### src/rtl/pipe_skid_reg.sv
// pipe_skid_reg: two-entry skid register slice; optional flush via PIPE_SKID_FLUSH_EN
module pipe_skid_reg #(
   parameter int               WIDTH     = 32,
   parameter logic [WIDTH-1:0] RESET_VAL = {WIDTH{1'b0}}
) (
   input  logic             clk,
   input  logic             rst,
   input  logic             in_valid,
   output logic             in_ready,
   input  logic [WIDTH-1:0] in_data,
   output logic             out_valid,
   input  logic             out_ready,
`ifdef PIPE_SKID_FLUSH_EN
   input  logic             flush,
`endif
   output logic [WIDTH-1:0] out_data,
   output logic [1:0]       occupancy
);
   typedef enum logic [1:0] {EMPTY = 2'd0, ONE = 2'd1, FULL = 2'd2} state_t;
   state_t           state, stateNext;
   logic [WIDTH-1:0] mainReg, skidReg;
   logic             doAccept, doRelease, flushNow;
`ifdef PIPE_SKID_FLUSH_EN
   assign flushNow = flush;
`else
   assign flushNow = 1'b0;
`endif
   assign doAccept  = in_valid & in_ready;
   assign doRelease = out_valid & out_ready;
   assign out_data  = mainReg;
   // state register
   always_ff @(posedge clk)
      state <= rst ? EMPTY : stateNext;
   // next state; flush empties the slice regardless of traffic
   always_comb
      stateNext = flushNow ? EMPTY :
                  (state == EMPTY) ? (doAccept ? ONE : EMPTY) :
                  (state == ONE)   ? ((doAccept & !doRelease) ? FULL :
                                      (!doAccept & doRelease) ? EMPTY : ONE) :
                  (doRelease ? ONE : FULL);
   // outputs are pure functions of state, so in_ready never sees out_ready
   always_comb begin
      out_valid = state != EMPTY;
      in_ready  = (state != FULL) & !flushNow;
      occupancy = state;
   end
   // MAIN loads fresh data when it becomes the head, or promotes SKID on a pop from FULL
   always_ff @(posedge clk)
      if (rst)
         mainReg <= RESET_VAL;
      else if (!flushNow)
         mainReg <= ((state == EMPTY) & doAccept) | ((state == ONE) & doAccept & doRelease) ? in_data :
                    ((state == FULL) & doRelease) ? skidReg : mainReg;
   // SKID catches the second word when the head cannot leave
   always_ff @(posedge clk)
      if (rst)
         skidReg <= RESET_VAL;
      else if (!flushNow && (state == ONE) && doAccept && !doRelease)
         skidReg <= in_data;
endmodule

### config.mk
export PLATFORM = sky130hd
export DESIGN_NAME = pipe_skid_reg
export DESIGN_NICKNAME = d
export VERILOG_FILES = /design/src/rtl/pipe_skid_reg.sv
export SDC_FILE = /design/constraint.sdc
export NUM_CORES = 1
export LEC_CHECK = 0
export CAP_MARGIN = 20
export CELL_PAD_IN_SITES_DETAIL_PLACEMENT = 1
export CELL_PAD_IN_SITES_GLOBAL_PLACEMENT = 1
export CORE_ASPECT_RATIO = 1.5
export CORE_MARGIN = 4
export CORE_UTILIZATION = 36
export CTS_CLUSTER_DIAMETER = 30
export DETAILED_ROUTE_END_ITERATION = 12
export PLACE_DENSITY = 0.9
export SLEW_MARGIN = 20
export SYNTH_ARGS = -nofsm -noshare
export SYNTH_HDL_FRONTEND = slang
export SYNTH_SLANG_ARGS = --single-unit
### constraint.sdc
create_clock -name clk -period 1.7 [get_ports clk]
set_input_delay 0.34 -clock clk [delete_from_list [all_inputs] [get_ports clk]]
set_output_delay 0.34 -clock clk [all_outputs]
set_load 0.05 [all_outputs]
==> metrics.yaml, run 1 <==
routing:
  drc: 0
  first_iter_violations: 130
  first_pass_iters: 4
  vias_per_cell: 5.37
  totalWireLength_um: 8600
  ant_nets: 0
  wire_per_inst_um: 16.9
  vias: 2738
logic_synthesis:
  synth.most_common_cell: "nand2_1"
  ys_types: 21
  ys_ff_latch: 66
  yosys-top-cells-count: "129 x nand2_1, 66 x dfxtp_1, 33 x a21oi_1, 32 x nor3_1, 30 x a311oi_2"
  synth_ff_type: "dfxtp_1"
  synth_edf_count: 0
  synth_area_leaders: "dfxtp_1 45%, nand2_1 17%, a311oi_2 15%"
  synth_area_mm2: 0.00292
  synth_top_cell_by_area: "dfxtp_1"
  synth_fp_nets: 379
  ys_seq_area_share_pct: 45.3
  netlist_instances: 342
  async_reset_ff_share_pct: 0
  syn_area_per_cell_um2: 8.53
  synth_top_area_share_pct: 45.3
  yosysWarnings: 0
layout:
  stdcell_area_mm2: 0.00395
  fin_util_pct: 50.9
  drive_gt1_share_pct: 24.8
  diodes: 0
  syn_to_final_growth_pct: 35.3
  nets: 440
  final_cell_count_no_fill: 510
floorplanning:
  floorplan.initialDensity_pct: 37.6
  die_h_um: 118
  ioPinCount: 72
  dieWidth_um: 81.5
  core_mm2: 0.00776
  num_rows: 39
  dieArea_mm2: 0.00963
setup_path:
  slowest_delay_ns: 0.59
  startpoint: "out_ready"
  cp-endpoint: "out_data[27]$_SDFFE_PP0P_"
  endpoint_kind: "flop"
  timing.rr.start: "occupancy[0]$_SDFF_PP0_"
  r2r_slack_ns: 0.18
  startpoint_type: "input pin"
  worstPathArrival_ns: 1.77
  path_cells: "clkdlybuf4s50_1 > and3b_1 > buf_12 > nand2_1 > a311oi_2"
  cp.required_ns: 1.94
  cp_slowest_cell: "clkdlybuf4s50_1"
  path_max_fanout: 32
  worstSetupPathType: "in2reg"
  r2r-end: "occupancy[0]$_SDFF_PP0_"
  reg2reg_depth: 5
timing:
  post-route-period-util_pct: 90.1
  fmax_ghz: 0.653
  rsz0062_at_grt: "false"
  maxSlewHeadroom_pct: 74.5
  finalCriticalPeriod_ns: 1.53
  worst_slew_pin_slew_ns: 0.383
  finalClockSkew_ns: 0.00426
  setup_viol: 0
  slew_viol_final: 0
  hold_viol_final: 0
clock_network:
  hold_buffers: 0
  cts_sinks: 66
  clk_pin_slew_worst_paths_ns: 0.05
  postCtsSetupBuffers: 0
  cts_made_buffers: 9
  post_cts_resize_count: 0
  clockBufferDepth: 2
  root_buffer: "clkbuf_16"
  worstSkewPairLatency_ns: 0.33
  htree_levels: 3
  tritoncts: "built"
grt:
  gr-total-overflow: 0
  grt_usage_pct: 19.3
  antenna_found_initial: 0
  grt_pass1_wl_um: 14300
  grt_max_degree: 67
  grt_pass1_vias: 2976
placed_design:
  io_buffers: 71
  placed_area_mm2: 0.00368
  placedCellCount: 494
  hpwl_um: 5710
  place_congestion: 0.713
pwr:
  power.density_mw_per_mm2: 1090
  ir_drop_mv: 0.639
  leakage_uw: 0.00140
hold_path:
  hp-class: "reg2reg"
flow_run:
  maxCapViolCount: 0
status:
  status: "completed"
[how the worst min path moves through the flow]
| stage | cells past startpoint | to | from |
|---|---|---|---|
| after floorplan | 2 | skidReg[0]$_SDFFE_PP0P_ | skidReg[0]$_SDFFE_PP0P_ |
| after global placement | 2 | skidReg[20]$_SDFFE_PP0P_ | skidReg[20]$_SDFFE_PP0P_ |
| after detailed placement | 2 | skidReg[3]$_SDFFE_PP0P_ | skidReg[3]$_SDFFE_PP0P_ |
| after CTS | 2 | skidReg[3]$_SDFFE_PP0P_ | skidReg[3]$_SDFFE_PP0P_ |
| after global routing | 2 | skidReg[18]$_SDFFE_PP0P_ | skidReg[18]$_SDFFE_PP0P_ |
| final | 2 | skidReg[11]$_SDFFE_PP0P_ | skidReg[11]$_SDFFE_PP0P_ |
[critical path: cells and delay by family]
kind / cells / cell delay, ns
AOI/OAI and AO/OA: 1 / 0.28
buffers and inverters: 2 / 0.80
and+or+nand+nor: 2 / 0.35
[layer usage]
layer / track usage (%) / share of wire, % / wire, um
met2: 32.9 / 52 / 4490
met4: 10.6 / 3.9 / 335
met5: 0 / 0 / 0
met3: 4.95 / 3.8 / 331
met1: 21.1 / 40 / 3440
[stage by stage]
stage               hold slack, ns  setup TNS [ns]  total power [uW]  setup WS, ns
floorplan                    0.437               0              2350        0.0464
global placement             0.441           -3.49              2660        -0.129
detailed placement           0.449           -5.92              2680        -0.186
CTS                          0.456               0              4360         0.162
global route                 0.476               0              4500        0.0141
finish                       0.455               0              4320         0.169
[registers in the layout, indices dropped and copies added (netlist names)]
name / cells
occupancy: 2
out_data: 32
skidReg: 32
[layout make-up]
class | count | area (um^2)
Fill cell | 911 | 3810
Multi-Input combinational cell | 242 | 1430
Sequential cell | 66 | 1330
Timing Repair Buffer | 84 | 801
Clock buffer | 13 | 250
Tap cell | 102 | 128
Clock inverter | 3 | 15.0
[report_power, final]
group | leakage [uW] | switching [uW] | internal (uW) | total (uW)
combinational | 0.000722 | 585 | 348 | 933
clock | 0.000133 | 653 | 1020 | 1670
sequential | 0.000542 | 66.2 | 1650 | 1710
[layout by cell type (no fill, tap or decap)]
master,n
ha_1,1
buf_12,7
or2_2,1
or2_4,1
nor3_1,32
nand2_1,129
and2_1,1
buf_2,1
clkbuf_1,3
buf_4,42
nand2b_1,1
nand3b_1,2
clkbuf_8,1
nand2b_4,2
a311oi_1,2
clkdlybuf4s50_1,34
dfxtp_4,2
nor2b_1,1
nand4bb_1,1
clkinv_2,3
and3b_1,2
a211o_1,1
nor2b_2,1
dfxtp_1,64
a21oi_1,33
a311oi_2,30
clkbuf_16,9
and4bb_2,1
[cell families after synthesis]
logic type               Yosys count  share of synthesized area, %
buffers and inverters             34                          6.26
flip-flops                        66                          45.3
AO/OA/AOI/OAI                     66                          22.0
AND/OR/NAND/NOR                  175                          26.0
adder cells (fa/ha/maj)            1                         0.429
(Power assumes the default switching activity.)
==> run 2: changes to the inputs <==
--- a/config.mk
+++ b/config.mk
@@ -14,7 +14,6 @@
 export CTS_CLUSTER_DIAMETER = 30
 export DETAILED_ROUTE_END_ITERATION = 12
 export PLACE_DENSITY = 0.9
-export SLEW_MARGIN = 20
 export SYNTH_ARGS = -nofsm -noshare
 export SYNTH_HDL_FRONTEND = slang
 export SYNTH_SLANG_ARGS = --single-unit
==> results of run 2 <==
The final DEF is identical to that of run 1; final timing and power are the same.
